==> src/rtl/pi_link_pkg.sv <==
// rtl/pi_link_pkg.sv - shared types and constants for the Pi byte-link frame loader
package pi_link_pkg;

  // Frame parser states
  typedef enum logic [1:0] {
    IDLE = 2'd0,
    HDR  = 2'd1,
    DATA = 2'd2,
    CHK  = 2'd3
  } state_t;

  localparam logic [7:0] DEF_SYNC_BYTE = 8'hA5;

  // Header byte layout: {bank[1:0], last[5:0]}
  localparam int BANK_MSB = 7;
  localparam int BANK_LSB = 6;
  localparam int LEN_MSB  = 5;
  localparam int LEN_LSB  = 0;

  localparam int NUM_BANKS = 4;
  localparam int ADDR_W    = 6;
  localparam int DATA_W    = 8;

  // One-hot write strobe for a bank index
  function automatic logic [NUM_BANKS-1:0] bank_onehot(input logic [1:0] bank);
    return NUM_BANKS'(1) << bank;
  endfunction

endpackage

==> src/rtl/pi_link_timer.sv <==
// rtl/pi_link_timer.sv - idle-gap watchdog counter for in-frame byte spacing
module pi_link_timer
  import pi_link_pkg::*;
#(
  parameter int TIMEOUT_CYCLES = 1024
) (
  input  logic clk,
  input  logic rst_n,
  input  logic run,
  input  logic clear,
  output logic expired
);

  localparam int CNT_W = (TIMEOUT_CYCLES > 2) ? $clog2(TIMEOUT_CYCLES) : 1;
  localparam logic [CNT_W-1:0] LAST = CNT_W'(TIMEOUT_CYCLES - 1);

  logic [CNT_W-1:0] cnt;

  // Expiry is flagged combinationally on the cycle whose edge would complete
  // TIMEOUT_CYCLES strobe-free cycles, so the caller reacts on that same edge.
  assign expired = run && !clear && (cnt == LAST);

  // Count strobe-free cycles while a frame is open; restart on any strobe
  always_ff @(posedge clk or negedge rst_n) begin
    if (!rst_n) begin
      cnt <= '0;
    end else if (!run || clear || expired) begin
      cnt <= '0;
    end else begin
      cnt <= cnt + 1'b1;
    end
  end

endmodule

==> src/rtl/pi_load_ctrl.sv <==
// rtl/pi_load_ctrl.sv - framed SYNC/header/data/checksum loader into four memory banks
module pi_load_ctrl
  import pi_link_pkg::*;
#(
  parameter logic [7:0] SYNC_BYTE      = DEF_SYNC_BYTE,
  parameter int         TIMEOUT_CYCLES = 1024
) (
  input  logic                 pi_clk,
  input  logic                 rst_n,
  input  logic [DATA_W-1:0]    gpio_pin,
  input  logic                 write_enable,
  output logic [NUM_BANKS-1:0] mem_we,
  output logic [ADDR_W-1:0]    mem_addr,
  output logic [DATA_W-1:0]    mem_wdata,
  output logic [NUM_BANKS-1:0] bank_ready,
  output logic                 busy,
  output logic                 done,
  output logic                 err,
  output logic [5:0]           LED
);

  state_t state, state_next;

  logic [1:0]        bank_q;
  logic [ADDR_W-1:0] last_q;
  logic [ADDR_W-1:0] addr_q;
  logic [DATA_W-1:0] chk_q;

  logic hdr_take;
  logic data_take;
  logic chk_take;
  logic timeout;
  logic expired;

  assign busy = (state != IDLE);
  assign LED  = {err, busy, bank_ready};

  pi_link_timer #(
    .TIMEOUT_CYCLES(TIMEOUT_CYCLES)
  ) u_timer (
    .clk    (pi_clk),
    .rst_n  (rst_n),
    .run    (busy),
    .clear  (write_enable),
    .expired(expired)
  );

  // State register
  always_ff @(posedge pi_clk or negedge rst_n) begin
    if (!rst_n) begin
      state <= IDLE;
    end else begin
      state <= state_next;
    end
  end

  // Next-state decode and per-byte action selects; a SYNC value seen
  // after the header is plain payload, there is no mid-frame resync
  always_comb begin
    state_next = state;
    hdr_take   = 1'b0;
    data_take  = 1'b0;
    chk_take   = 1'b0;
    timeout    = 1'b0;
    case (state)
      IDLE: begin
        if (write_enable && (gpio_pin == SYNC_BYTE)) begin
          state_next = HDR;
        end
      end
      HDR: begin
        if (expired) begin
          timeout    = 1'b1;
          state_next = IDLE;
        end else if (write_enable) begin
          hdr_take   = 1'b1;
          state_next = DATA;
        end
      end
      DATA: begin
        if (expired) begin
          timeout    = 1'b1;
          state_next = IDLE;
        end else if (write_enable) begin
          data_take = 1'b1;
          if (addr_q == last_q) begin
            state_next = CHK;
          end
        end
      end
      CHK: begin
        if (expired) begin
          timeout    = 1'b1;
          state_next = IDLE;
        end else if (write_enable) begin
          chk_take   = 1'b1;
          state_next = IDLE;
        end
      end
      default: begin
        state_next = IDLE;
      end
    endcase
  end

  // Frame context: bank, length, running xor and address counter
  always_ff @(posedge pi_clk or negedge rst_n) begin
    if (!rst_n) begin
      bank_q <= '0;
      last_q <= '0;
      addr_q <= '0;
      chk_q  <= '0;
    end else if (hdr_take) begin
      bank_q <= gpio_pin[BANK_MSB:BANK_LSB];
      last_q <= gpio_pin[LEN_MSB:LEN_LSB];
      addr_q <= '0;
      chk_q  <= gpio_pin;
    end else if (data_take) begin
      addr_q <= addr_q + 1'b1;
      chk_q  <= chk_q ^ gpio_pin;
    end
  end

  // Registered memory write port; address and data hold between writes
  always_ff @(posedge pi_clk or negedge rst_n) begin
    if (!rst_n) begin
      mem_we    <= '0;
      mem_addr  <= '0;
      mem_wdata <= '0;
    end else begin
      mem_we <= '0;
      if (data_take) begin
        mem_we    <= bank_onehot(bank_q);
        mem_addr  <= addr_q;
        mem_wdata <= gpio_pin;
      end
    end
  end

  // Frame outcome: bank_ready per bank, done pulse, sticky err
  always_ff @(posedge pi_clk or negedge rst_n) begin
    if (!rst_n) begin
      bank_ready <= '0;
      done       <= 1'b0;
      err        <= 1'b0;
    end else begin
      done <= 1'b0;
      if (hdr_take) begin
        bank_ready[gpio_pin[BANK_MSB:BANK_LSB]] <= 1'b0;
        err <= 1'b0;
      end
      if (chk_take) begin
        if (gpio_pin == chk_q) begin
          bank_ready[bank_q] <= 1'b1;
          done <= 1'b1;
        end else begin
          err <= 1'b1;
        end
      end
      if (timeout) begin
        err <= 1'b1;
      end
    end
  end

endmodule

==> config.mk <==
export PLATFORM = sky130hd
export DESIGN_NAME = pi_load_ctrl
export DESIGN_NICKNAME = d
export VERILOG_FILES = /design/src/rtl/pi_link_pkg.sv /design/src/rtl/pi_link_timer.sv /design/src/rtl/pi_load_ctrl.sv
export SDC_FILE = /design/constraint.sdc
export NUM_CORES = 1
export LEC_CHECK = 0
export CORE_MARGIN = 4
export CORE_UTILIZATION = 45
export DETAILED_ROUTE_END_ITERATION = 6
export HOLD_SLACK_MARGIN = 0.05
export PLACE_DENSITY = 0.68
export SETUP_SLACK_MARGIN = 0.1
export SLEW_MARGIN = 20
export SYNTH_ARGS = -nofsm -noshare
export SYNTH_HDL_FRONTEND = slang
export SYNTH_SLANG_ARGS = --single-unit
==> constraint.sdc <==
create_clock -name pi_clk -period 1.8 [get_ports pi_clk]
set_clock_uncertainty 0.2 [all_clocks]
set_input_delay 0.36 -clock pi_clk [delete_from_list [all_inputs] [get_ports pi_clk]]
set_output_delay 0.36 -clock pi_clk [all_outputs]
set_load 0.01 [all_outputs]
# Word level (Yosys, flattened, before mapping)
# Index checks and enable logic that the tools add are counted.
# totals
ff_bits	58
out_inout_bits	31
input_bits	11
word_cells	84
# op_classes
add_sub_neg	2
eq_ne	12
mux	35
magnitude_cmp	4
n_reduce_logical	14
shift	1
bitwise_logic	4
# ops
op	n
2-bit two-way mux	8
4-bit two-way mux	4
8-bit two-way mux	2
1-bit two-way mux	15
6-bit two-way mux	2
3-bit by 2-bit != test with 1-bit output (second input constant)	4
10-bit by 1-bit adder with 10-bit output (second input constant)	1
10-bit equality test (second input constant)	1
10-bit two-way mux	1
8-bit equality test	1
8-bit equality test (second input constant)	1
2-bit one-hot mux with 4 select lines	1
8-bit bitwise XOR	1
6-bit by 1-bit adder with 6-bit output (second input constant)	1
6-bit equality test	1
2-bit by 3-bit less-than comparator with 1-bit output (second input constant)	2
1-bit logical AND	5
5-bit AND reduction	1
4-bit AND	1
1-bit demux with 2-bit select	2
2-bit equality test (second input constant)	2
2-bit by 1-bit >= comparator with 1-bit output (second input constant)	2
4-bit NOT	1
4-bit bitwise OR	1
other kinds (8)	11

# Longest topological paths before layout
# Gate-level depths: netlist of the first run.
# logic_depth
word_depth	10
mapped_depth	7

# Modules after synthesis
# Synthesis of the first run repeated with hierarchy kept, for this count alone.
# hier_totals
hier_cells	291
hier_area_um2	2746.4
# modules_own_cells
mod	area_per_inst_um2	cells_per_inst	n_inst
pi_load_ctrl	2243.4	240	1
pi_link_timer	503.0	51	1

# Least setup slack after synthesis of the first run
# OpenSTA, ideal clock, no wires.
# synth_path
path_kind	input -> register
start	input gpio_pin[6]
end	register bank_ready[0]
setup_time_ps	103
cell_stages	5
slack_ps	228
t_required_ps	1497
arrival_time_ps	1268
cell_sequence	buf_6 xor2_2 nor4_4 nand2_2 o41ai_2
# synth_via
elab_chain_cells	10
elab_cells_between_ends	12
# synth_lines
element	line	text
start: declaration	pi_load_ctrl.sv:10	input logic [DATA_W-1:0] gpio_pin,
2-bit by 3-bit less-than comparator with 1-bit output (not written as such) / 2-bit by 1-bit >= comparator with 1-bit output (equally long branches)	pi_load_ctrl.sv:149	bank_ready[gpio_pin[BANK_MSB:BANK_LSB]] <= 1'b0;
1-bit logical AND (not written as such)	pi_load_ctrl.sv:149	
1-bit two-way mux (not written as such)	pi_load_ctrl.sv:149	
1-bit demux with 2-bit select	pi_load_ctrl.sv:149	
4-bit NOT (no line)	n/a	
4-bit AND (no line)	n/a	
4-bit two-way mux	pi_load_ctrl.sv:148	if (hdr_take) begin
4-bit bitwise OR (no line)	n/a	
4-bit two-way mux	pi_load_ctrl.sv:153	if (gpio_pin == chk_q) begin
4-bit two-way mux (*)	pi_load_ctrl.sv:152	if (chk_take) begin
end signal: assignment	pi_load_ctrl.sv:143	bank_ready <= '0;
end signal: indexed assignment	pi_load_ctrl.sv:149	
end signal: indexed assignment	pi_load_ctrl.sv:154	bank_ready[bank_q] <= 1'b1;
end: declaration	pi_load_ctrl.sv:15	output logic [NUM_BANKS-1:0] bank_ready,
# Mark *: on every way between the ends. The rest lies on a longest branch, timed or not.
# A chain may end at the register's enable or synchronous reset.

# Worst setup path in the final report of the first run
# layout_path
start	input gpio_pin[0]
end	register bank_ready[2]
# layout_via
elab_chain_cells	3
# layout_lines
element	line
8-bit equality test	pi_load_ctrl.sv:153
4-bit two-way mux	pi_load_ctrl.sv:153
4-bit two-way mux	pi_load_ctrl.sv:152
# Every way passes these cells.

==> results of run 1 <==
-- critical path: stages --
cell,delay (ns)
clkdlybuf4s50_1,0.46
xor2_1,0.19
nor4_4,0.28
nand2_2,0.16
o31ai_2,0.26
-- cell families after synthesis --
family                   after synthesis  share of synthesized area (%)
buffers and inverters                 22                           5.19
AO/OA/AOI/OAI                         45                           9.34
adder cells (fa/ha/maj)                2                          0.902
flip-flops                            58                           52.3
AND/OR/NAND/NOR                      137                           24.1
XOR/XNOR                              25                           8.16
-- repair_timing --
| action | CTS | global route |
|---|---|---|
| setup buffers | 0 | 7 |
| endpoints found under the hold margin | 58 | 0 |
| hold buffers | 1 | 0 |
| gates resized for setup | 41 | 16 |
| pin swaps | 3 | 9 |
| endpoints found under the setup margin | 34 | 19 |
-- worst min path at each step --
stage                                  start                       end  slack, ns  cells past startpoint
global route         mem_addr[3]$_DFFE_PN0P_   mem_addr[3]$_DFFE_PN0P_       0.30                      2
finish              mem_wdata[5]$_DFFE_PN0P_  mem_wdata[5]$_DFFE_PN0P_       0.27                      2
CTS                 mem_wdata[5]$_DFFE_PN0P_  mem_wdata[5]$_DFFE_PN0P_       0.27                      2
floorplan                              rst_n     addr_q[0]$_DFFE_PN0P_      -0.14                      0
global placement                       rst_n   mem_addr[5]$_DFFE_PN0P_       0.19                      2
detailed placement                     rst_n   mem_addr[5]$_DFFE_PN0P_       0.19                      2
-- state kept, by name (all words and copies together), names as in the netlist --
signal,count
mem_addr,6
bank_ready,4
bank_q,2
addr_q,6
last_q,6
chk_q,8
mem_wdata,8
err,1
mem_we,4
done,1
state,2
u_timer.cnt,10
-- cells in the mapped netlist (3+ instances only) --
cell type  instances
buf_2              4
nand3_1           15
buf_6              4
xnor2_1            4
nand2_1           75
dfrtp_1           58
clkbuf_1           5
nand4_1            4
xor2_1            20
and2_1             3
nor3_1             4
and4_1             3
buf_4              7
a21oi_1           19
o31ai_1            5
nor2_1            18
o21ai_0           16
-- layer usage --
metal | track usage, % | vias up | part of all wire (%) | wire [um]
li1 | - | 1109 | - | -
met1 | 26.4 | 1080 | 47 | 2970
met2 | 25.7 | 73 | 46 | 2890
met3 | 3.42 | 8 | 5.4 | 342
met4 | 8.50 | 0 | 1.5 | 95
met5 | 0 | - | 0 | 0
-- power by group through the flow --
stage	clock network, mW	logic, mW	registers [mW]
finish	1.19	1.72	2.05
floorplan	0	0.960	2.07
global route	1.27	1.90	2.11
detailed placement	0	1.76	2.06
CTS	1.21	1.66	2.04
global placement	0	1.72	2.04
-- area by class of cell --
type / instances / area [um^2] / area share (%)
Sequential cell: 58 / 1450 / 39.2
Multi-Input combinational cell: 209 / 1240 / 33.5
Timing Repair Buffer: 82 / 714 / 19.3
Clock buffer: 11 / 151 / 4.09
Tap cell: 75 / 93.8 / 2.54
Clock inverter: 3 / 40.0 / 1.08
Inverter: 2 / 7.51 / 0.203
==> flow_summary.ini, run 1 <==
[placement]
dp.cells = 418
place_hpwl_um = 4350
portBuffers = 41
place_area_um2 = 3420
dp_slack_ns = -0.279
routabilityCongestion = 0.780

[power_and_ir_drop]
power.density_nw_per_um2 = 1340
power_frac_comb_pct = 34.7
switchingPower_mw = 1.74
switching_share_pct = 35.2
clockPowerShare_pct = 23.9
ir_worst_vdd_v = 0.000647
intPower_mw = 3.21
finalPower_mw = 4.96
leakage_nw = 1.90
p_seq_share_pct = 41.3

[drt]
drc = 0
first_iter_violations = 201
wl_per_cell_um = 14.3
first_pass_iters = 4
routed_wl_um = 6300
vias = 2270
ant_nets = 0
vias_per_cell = 5.16

[logic_synthesis]
syn_inst = 289
synth_top_area_share_pct = 52.3
ys_seq_area_share_pct = 52.3
synthFlopType = dfrtp_1
synth_top_area_cell = dfrtp_1
synth_area_per_cell_um2 = 9.60
synth_warnings = 0
ys_types = 35
synth_edf_count = 0
synthArstFlopShare_pct = 100
synthTopCellsByArea = dfrtp_1, nand2_1, xor2_1
ys_seq_elements = 58
syn_area_um2 = 2770
syn_nets = 302

[critical_path]
cp-start-kind = input port
worstRegToRegCells = 4
critical_path_class = input port to flop
rrSetupSlack_ns = 0.16
critPathCapture = bank_ready[2]$_DFF_PN0_
end_kind = flop
r2r_end = bank_ready[2]$_DFF_PN0_
crit_path_max_fanout = 5
worstSetupStartpoint = gpio_pin[0]
worstPathRequired_ns = 1.84
reg2reg_from = chk_q[3]$_DFFE_PN0P_
crit_arrival_ns = 1.71

[timing]
setup_slack_ns = 0.123
setup_viol = 0
finalCriticalPeriod_ns = 1.68
tightestPinTransition_ns = 0.323
fmax_mhz = 596
final-hold-violation-count = 0
slew_headroom_pct = 78.3
rsz0062_at_grt = true
fin_setup_tns_ns = 0
whs_ns = 0.269
period_share_pct = 93.2
drv_slew = 0

[cts]
htreeDepth = 3
cts_tree = yes
cts_root_buf = clkbuf_8
clock_sink_count = 58
cts_buffers = 9
clk_latency_ns = 0.33
cts.path.max_buffers = 2
clk_pin_slew_ns = 0.07

[final_layout]
antennaDiodeCount = 0
area_growth_pct = 33.3
final_common_cell = nand2_1
instances_no_fill = 440
postLayoutCellArea_um2 = 3700
drive_gt1_share_pct = 21.1
post-route-util_pct = 62.1
nFillCells = 529
nets = 375
final_cell_mix = nand2_1, dfrtp_1, buf_4

[global_routing]
gr-total-overflow = 0
antenna_found_initial = 0
grt_pass1_vias = 2106
grt_pass1_wl_um = 10500
grt_max_degree = 59
grt_use_total_pct = 18.0

[job]
maxCapViolCount = 0

[die]
core_area_um2 = 5960
die_h_um = 86.5
fp-row-count = 28
start_util_pct = 46.6
die-area_um2 = 7480
fp.dieW_um = 86.5
io_pins = 42

[outcome]
outcome = finished, final reports clean

[min_path]
hold_class = flop to flop
(Power assumes the default switching activity.)
==> run 2: changes to the inputs <==
--- a/config.mk
+++ b/config.mk
@@ -5,11 +5,11 @@
 export SDC_FILE = /design/constraint.sdc
 export NUM_CORES = 1
 export LEC_CHECK = 0
-export CORE_MARGIN = 4
 export CORE_UTILIZATION = 45
 export DETAILED_ROUTE_END_ITERATION = 6
 export HOLD_SLACK_MARGIN = 0.05
 export PLACE_DENSITY = 0.68
+export RECOVER_POWER = 25
 export SETUP_SLACK_MARGIN = 0.1
 export SLEW_MARGIN = 20
 export SYNTH_ARGS = -nofsm -noshare
==> flow_summary.ini, run 2 (same netlist as run 1, synthesis figures left out) <==
[drt]
first_pass_iters = 4
vias = 2248
wl_per_cell_um = 14.3
ant_nets = 0
vias_per_cell = 5.17
drc = 0
routed_wl_um = 6210
first_iter_violations = 157

[placement]
place_hpwl_um = 4120
portBuffers = 41
routabilityCongestion = 0.798
dp_slack_ns = -0.286
place_area_um2 = 3410

[final_layout]
top_regs = u_timer.cnt (10), chk_q (8), mem_wdata (8)
post-route-util_pct = 61.6
seq_area_um2 = 1450
final_cell_mix = nand2_1, dfrtp_1, dlygate4sd2_1
antennaDiodeCount = 0
largest_register_ffs = 10
area_growth_pct = 31.4
largest-register = u_timer.cnt
nFillCells = 522
multi_input_area_um2 = 1220
postLayoutCellArea_um2 = 3650
final_common_cell = nand2_1
nets = 368
drive_gt1_share_pct = 18.3

[cts]
htreeDepth = 3
postCtsSetupRepairBufs = 0
cts.path.max_buffers = 2
cts_buffers = 9
clk_pin_slew_ns = 0.07
clk_latency_ns = 0.34
cts_tree = yes
clock_sink_count = 58
cts_root_buf = clkbuf_8

[power_and_ir_drop]
ir_worst_vdd_v = 0.000808
leakage_nw = 1.85
power.density_nw_per_um2 = 1390
finalPower_mw = 5.07

[timing]
setup_slack_ns = 0.107
finalCriticalPeriod_ns = 1.69
fmax_mhz = 591
rsz0062_at_grt = true
period_share_pct = 94.1
slew_headroom_pct = 47.1
final-hold-violation-count = 0
drv_slew = 0
setup_viol = 0
tightestPinTransition_ns = 0.794
whs_ns = 0.268

[outcome]
outcome = finished, final reports clean

[die]
start_util_pct = 46.9
die_h_um = 80.5
fp.dieW_um = 80.5
die-area_um2 = 6480
core_area_um2 = 5920
fp-row-count = 28
io_pins = 42

[global_routing]
antenna_found_initial = 0
grt_pass1_vias = 2153
grt_use_total_pct = 21.5
grt_max_degree = 59
gr-total-overflow = 0
grt_pass1_wl_um = 10200

[critical_path]
crit_arrival_ns = 1.74
end_kind = flop
critical_path_class = input port to flop
crit_path_max_fanout = 5
crit_path_top_delay_cell = clkdlybuf4s50_1
cp-start-kind = input port
worstPathRequired_ns = 1.84
critPathMaxStageDelay_ns = 0.46
cp_cell_sequence = clkdlybuf4s50_1 > xor2_1 > nor4_4 > nand2_2 > o41ai_2

[job]
maxCapViolCount = 0

[min_path]
hold_class = flop to flop
-- run 2: cell types whose count changed in the layout (fill, tap and decap cells not counted), sizes merged --
cell,previous run,this run
buf,43,34
bufinv,1,2
clkbuf,11,12
clkdlybuf4s50,4,6
clkinvlp,0,1
dlygate4sd2,31,30
dlymetal6s2s,3,2
nand3b,2,3
-- run 2: area by class of cell --
cell class | instances | area share [%]
clock inverter | 5 | 2.13
sequential | 58 | 39.8
timing repair buffer | 74 | 17.8
inverter | 2 | 0.206
multi-input combinational | 210 | 33.5
clock buffer | 11 | 3.88
tap | 75 | 2.57
-- run 2: per-stage QoR --
stage / instances / TNS [ns]
floorplan: 289 / 0
global placement: 417 / -7.14
detailed placement: 417 / -8.13
CTS: 434 / 0
global route: 435 / 0
finish: 435 / 0
-- run 2: worst paths after layout --
check	from	to	slack, ns	depth (start not counted)
max	gpio_pin[3]	bank_ready[0]$_DFF_PN0_	0.11	5
min	mem_addr[1]$_DFFE_PN0P_	mem_addr[1]$_DFFE_PN0P_	0.27	2
max reg2reg	chk_q[4]$_DFFE_PN0P_	bank_ready[0]$_DFF_PN0_	0.14	4
min reg2reg	mem_addr[1]$_DFFE_PN0P_	mem_addr[1]$_DFFE_PN0P_	0.27	2
max in group asynchronous	rst_n	chk_q[4]$_DFFE_PN0P_	0.30	3
min in group asynchronous	rst_n	mem_addr[5]$_DFFE_PN0P_	0.55	3
-- run 2: layer usage --
layer / vias to the layer above / global-route usage, % / routed length, um
met1: 1084 / 28.7 / 2970
met5: - / 0 / 0
li1: 1104 / - / -
met4: 0 / 12.0 / 135
met3: 9 / 4.43 / 236
met2: 51 / 32.5 / 2870
-- run 2: critical path, delay by kind of cell --
kind,cells,cell delay (ns)
and+or+nand+nor,2,0.45
buffers and inverters,1,0.46
AOI/OAI and AO/OA,1,0.28
xor gates and xnor gates,1,0.19
-- run 2: what timing repair did --
item                       4_1_cts  5_1_grt
pin swaps                        0        4
setup endpoints to repair       42       27
resized for setup               40       11
cloned                           0        1
hold endpoints to repair        58        0
hold buffers                     1        0
-- run 2: power by group --
part	internal (mW)	leakage [nW]	switching, mW
logic	0.807	0.984	0.867
clock network	0.812	0.109	0.528
registers	1.70	0.759	0.357
total	3.32	1.85	1.75
==> RTL change 1, RTL diff (settings of run 1) <==
Re-encode `state_t` (4 states) as one-hot, 4 bits wide.
--- a/src/rtl/pi_link_pkg.sv
+++ b/src/rtl/pi_link_pkg.sv
@@ -2,11 +2,11 @@
 package pi_link_pkg;
 
   // Frame parser states
-  typedef enum logic [1:0] {
-    IDLE = 2'd0,
-    HDR  = 2'd1,
-    DATA = 2'd2,
-    CHK  = 2'd3
+  typedef enum logic [3:0] {
+    IDLE = 4'b0001,
+    HDR  = 4'b0010,
+    DATA = 4'b0100,
+    CHK  = 4'b1000
   } state_t;
 
   localparam logic [7:0] DEF_SYNC_BYTE = 8'hA5;
Function: same outputs for any inputs over 10 cycles, from zero or initial values and one cycle with rst_n low; not proved beyond that.
==> RTL change 1 against run 1 <==
- synthesized cell count rose by 3.1%
- die area rose by 2.0%
- non-clock buffer count is 30 higher
- worst hold slack got worse by 0.63 ps
- sequential share of layout area is 3.4 points lower
- area after synthesis up 2.2%
- highest routed layer unchanged
- setup slack worse by 220 ps
- the run now ends with setup timing left
- routed wire length is 15% higher
- sequential cell count up 2
- design area rose by 13%
Power is not compared: it rests on default switching activity, and its combinational part moved more than twofold at a synthesized area within 25%.
==> RTL change 1: results (changes against run 1) <==
stage;metric;value;unit;change
clock_tree;clock_latency;350;ps;+20 ps
detailed_routing;detail_route.wirelength;7230;um;+15%
global_routing;number_of_global_route_vias_before_repair;2492;;+18%
critical_path;worst-r2r-cell-count;6;;+2
timing;timing.final.setup_violations;14;;+14
run_status;violations_in_the_final_reports;setup timing;;
synth;synth.cells.most_frequent;76 x sky130_fd_sc_hd__nand2_1, 59 x sky130_fd_sc_hd__dfrtp_1, 27 x sky130_fd_sc_hd__nor2_1;;
synth;yosys.cell_types.count;43;;+23%
critical_path;critical-path-slowest-cell;sky130_fd_sc_hd__dfrtp_2;;
synth;ys_top_cells_by_area;sky130_fd_sc_hd__dfrtp_1 52%, sky130_fd_sc_hd__nand2_1 10%, sky130_fd_sc_hd__xor2_1 5.9%, sky130_fd_sc_hd__nor2_1 3.6%, sky130_fd_sc_hd__a21oi_1 2.6%;;
synth;ys_warn_count;0;;unchanged
placed_design;post-dp-hpwl;4640;um;+6.5%
global_routing;global_route_wire_length_before_repair;11800;um;+12%
detailed_routing;wl_met3;426;um;+25%
finish;fraction_of_layout_cells_with_a_size_suffix_above_1;0.332;;+0.121
synth;top_reg_cell_synth;sky130_fd_sc_hd__dfrtp_1;;
critical_path;cp_max_fo;3;;-2
placed_design;gpl.final_weighted_congestion;0.776;;-0.50%
detailed_routing;route.detailed.vias_per_inst;5.18;;+0.36%
detailed_routing;drt_iter0_drc;100;;-50%
timing;setup_ws;-101;ps;-224 ps
timing;slew_at_the_pin_closest_to_its_max_slew_limit;322;ps;-1.18 ps
synth;synth-seq-area-share;0.530;;+0.00701
detailed_routing;met2_length;3370;um;+17%
run_status;status;complete, but fails checks;;
detailed_routing;wirelength_met1;3290;um;+10%
finish;layout.filler_cells;463;;-12%
RTL change 1: logic make-up after synthesis:
group	share of synthesized area
buffers and inverters	0.0521
DFF	0.530
muxes	0.00530
and+or+nand+nor	0.228
xor gates and xnor gates	0.0773
adders and majority gates	0.00883
AOI/OAI and AO/OA	0.0985
RTL change 1: timing repair:
| item | in CTS | in global routing |
|---|---|---|
| buffers inserted | 14 | 8 |
| gates cloned | 1 | 0 |
| endpoints found under the setup margin | 66 | 49 |
| pin swaps | 19 | 15 |
| hold buffers | 1 | 0 |
| hold endpoints to repair | 59 | 0 |
| resized for setup | 81 | 30 |
RTL change 1: final cells by class:
type,count,area (um^2),area share
well taps,75,93.8,0.0224
clock inverters,5,77.6,0.0185
inverters,6,22.5,0.00537
repair buffers,112,997,0.238
flip-flops and latches,60,1500,0.359
clock buffers,10,128,0.0304
multi-input cells,211,1370,0.327
RTL change 1: worst max-delay path, delay by kind of cell, from the launching register on:
family / cells / cell delay, ps
AO/OA/AOI/OAI: 2 / 460
flip-flops: 1 / 440
multiplexers: 1 / 310
buffers and inverters: 1 / 140
XOR/XNOR: 1 / 130
AND/OR/NAND/NOR: 1 / 100
RTL change 1: metrics by stage:
stage	area [um^2]	cells	setup WS (ps)	setup TNS (ps)
after floorplan	2860	298	-66.7	-66.7
after global placement	3630	444	-431	-6310
after detailed placement	3630	444	-451	-7460
after CTS	4070	474	-99.1	-360
after global routing	4190	479	-200	-2560
final	4190	479	-101	-512
RTL change 1: metal layers:
| metal | up-vias | track usage |
|---|---|---|
| li1 | 1217 | - |
| met2 | 61 | 0.319 |
| met4 | 0 | 0.0795 |
| met1 | 1191 | 0.261 |
| met5 | - | 0 |
| met3 | 11 | 0.0577 |
RTL change 1: path summary, 6_finish.rpt:
path | startpoint | end | slack (ps)
setup / recovery | state[3] | state[3] | -100
hold / removal | mem_addr[0] | mem_addr[0] | 270
setup reg to reg | state[3] | state[3] | -100
hold reg to reg | mem_addr[0] | mem_addr[0] | 270
max in group asynchronous | rst_n | state[0] | 740
min in group asynchronous | rst_n | done | 350
RTL change 1: report_power, final:
group          switching, W  leakage, nW  internal (W)
Clock              0.000553        0.102      0.000767
Sequential        0.0000254        0.820       0.00139
Combinational      0.000241         1.31      0.000250
Total              0.000820         2.23       0.00240
==> RTL change 2, RTL diff (settings of run 1) <==
Made on the original files. `TIMEOUT_CYCLES` is set to 1024 in 2 places; all go to 4096.
--- a/src/rtl/pi_link_timer.sv
+++ b/src/rtl/pi_link_timer.sv
@@ -2,7 +2,7 @@
 module pi_link_timer
   import pi_link_pkg::*;
 #(
-  parameter int TIMEOUT_CYCLES = 1024
+  parameter int TIMEOUT_CYCLES = 4096
 ) (
   input  logic clk,
   input  logic rst_n,
--- a/src/rtl/pi_load_ctrl.sv
+++ b/src/rtl/pi_load_ctrl.sv
@@ -3,7 +3,7 @@
   import pi_link_pkg::*;
 #(
   parameter logic [7:0] SYNC_BYTE      = DEF_SYNC_BYTE,
-  parameter int         TIMEOUT_CYCLES = 1024
+  parameter int         TIMEOUT_CYCLES = 4096
 ) (
   input  logic                 pi_clk,
   input  logic                 rst_n,
Check against the original RTL: no difference found for any inputs over 10 cycles, from zero or initial values and one cycle with rst_n low; that may be too few to reach the edited logic, so the function may still have changed.
==> RTL change 2 against run 1 <==
- sequential share of layout area is 1.0 points higher
- critical path depth did not move
- sequential cell count up 2
- largest power group unchanged
- maximum frequency decreased by 2.5%
- total power down 2.9%
- first-iteration DRC count down 21%
- die area increased by 2.2%
- routed wire length fell by 2.0%
- synthesized cell count fell by 0.69%
- area after synthesis increased by 2.4%
- setup slack got worse by 43 ps
- design area up 0.78%
- combinational power fell by 6%
- utilization is 0.24 points lower
==> RTL change 2: results (changes against run 1) <==
stage;metric;value;unit;change
run_status;status;finished clean;;
synth;syn_nets;300;;-0.66%
clock_tree;cts-root-to-sink-buffers;2;;unchanged
synth;synth.cells.most_frequent;60 x sky130_fd_sc_hd__dfrtp_1, 53 x sky130_fd_sc_hd__nand2_1, 22 x sky130_fd_sc_hd__nor2_1;;
detailed_routing;vias;2277;;+0.31%
global_routing;globalRouteMet2Util;0.279;;+0.0215
synth;ys_async_sr_fraction;1.00;;unchanged
global_routing;global_route_wire_length_before_repair;10400;um;-0.46%
synth;synth-seq-area-share;0.529;;+0.00540
critical_path;crit-reg2reg-launch;chk_q[1];;
global_routing;gr-usage-met3;0.0558;;+0.0216
finish;finalNetCount;370;;-1.3%
global_routing;global_route.usage.total;0.182;;+0.00141
power_and_ir_drop;irDropWorstVdd;838;uV;+29%
power_and_ir_drop;total_leakage_power;1.82;nW;-4.0%
synth;ys_top_cells_by_area;sky130_fd_sc_hd__dfrtp_1 53%, sky130_fd_sc_hd__nand2_1 7.0%, sky130_fd_sc_hd__xor2_1 4.9%, sky130_fd_sc_hd__a21oi_1 3.2%, sky130_fd_sc_hd__o21ai_0 3.2%;;
detailed_routing;routed.top_layer;met4;;
detailed_routing;detail_route.wl_per_cell;14.1;um;-1.4%
power_and_ir_drop;pwr.group.sequential;0.00200;W;-2%
synth;ys_warn_count;0;;unchanged
critical_path;reg2reg_to;bank_ready[0];;
global_routing;number_of_global_route_vias_before_repair;2234;;+6.1%
hold_path;holdCritStartpoint;mem_addr[5];;
detailed_routing;wl_met3;345;um;+0.88%
finish;fraction_of_layout_cells_with_a_size_suffix_above_1;0.202;;-0.00930
global_routing;met1_usage;0.234;;-0.0294
detailed_routing;wirelength_met1;2790;um;-6.3%
critical_path;critPathMaxStageDelay;450;ps;
critical_path;startpoint;gpio_pin[7];;
synth;post_synth_mux_area_share;0.0238;;+0.0238
timing;worst_slew_margin_rel;0.683;;-0.0999
power_and_ir_drop;relative_contribution_of_combinational_cells_to_total_power;0.337;;-0.010
placed_design;post-dp-hpwl;4420;um;+1.7%
clock_tree;clock_latency;340;ps;
power_and_ir_drop;power.share.switching;0.337;;-0.0156
synth;synth-xor-area-share;0.0771;;-0.00455
critical_path;arrival_time_of_the_worst_setup_path;1740;ps;+30 ps
finish;biggestRegsByFlops;u_timer.cnt: 12 flops, chk_q: 8 flops, mem_wdata: 8 flops;;
synth;post_synth_fa_ha_maj_area_fraction;0.00881;;-0.000211
detailed_routing;drt_iter0_drc;159;;-21%
critical_path;critical-path-top-delay-family;buffers and inverters;;
detailed_routing;met2_length;2940;um;+1.7%
placed_design;gpl.final_weighted_congestion;0.786;;+0.78%
synth;synth-compound-area-share;0.104;;+0.0110
power_and_ir_drop;power_density;1290;nW/um^2;-3.7%
global_routing;maximum_number_of_pins_on_one_net_before_global_route_repair;28;;-53%
synth;yosys.cell_types.count;41;;+17%
finish;layout.filler_cells;552;;+4.3%
[RTL change 2: cell count changes after synthesis, moves of 2 or more]
cell and delta:
sky130_fd_sc_hd__a31oi_1 +2, sky130_fd_sc_hd__and4_1 -2, sky130_fd_sc_hd__buf_2 +3, sky130_fd_sc_hd__buf_6 -2, sky130_fd_sc_hd__dfrtp_1 +2, sky130_fd_sc_hd__inv_1 +2
sky130_fd_sc_hd__mux2_2 +6, sky130_fd_sc_hd__nand2_1 -22, sky130_fd_sc_hd__nand4bb_1 -2, sky130_fd_sc_hd__nor2_1 +4, sky130_fd_sc_hd__nor2b_1 +2, sky130_fd_sc_hd__o21ai_0 +2
sky130_fd_sc_hd__xnor2_1 +5, sky130_fd_sc_hd__xor2_1 -4
[RTL change 2: worst min-delay path by stage]
stage / endpoint / slack [ps]
after floorplan: addr_q[0] / -140
after global placement: mem_wdata[1] / 130
after detailed placement: mem_wdata[1] / 140
after CTS: mem_addr[0] / 270
after global routing: mem_wdata[7] / 290
final: mem_addr[5] / 270
[RTL change 2: layout make-up]
type,instances,area [um^2],share of cell area
flip-flops and latches,60,1500,0.403
multi-input cells,203,1220,0.326
repair buffers,79,701,0.188
clock buffers,16,200,0.0537
well taps,75,93.8,0.0252
inverters,4,15.0,0.00403
[RTL change 2: metrics by stage]
stage	utilization	instance area (um^2)	setup WS, ps	setup TNS, ps	std cells
floorplan	-	2840	153	0	287
global placement	0.585	3530	-205	-3030	418
detailed placement	0.585	3530	-302	-2810	418
CTS	0.613	3690	118	0	435
global route	0.619	3730	71.0	0	437
finish	0.619	3730	80.0	0	437
[RTL change 2: timing repair]
action,4_1_cts,5_1_grt
hold endpoints to repair,15,0
setup buffers,0,2
gates resized for setup,38,5
pin swaps,2,3
hold buffers,1,0
setup endpoints to repair,32,15
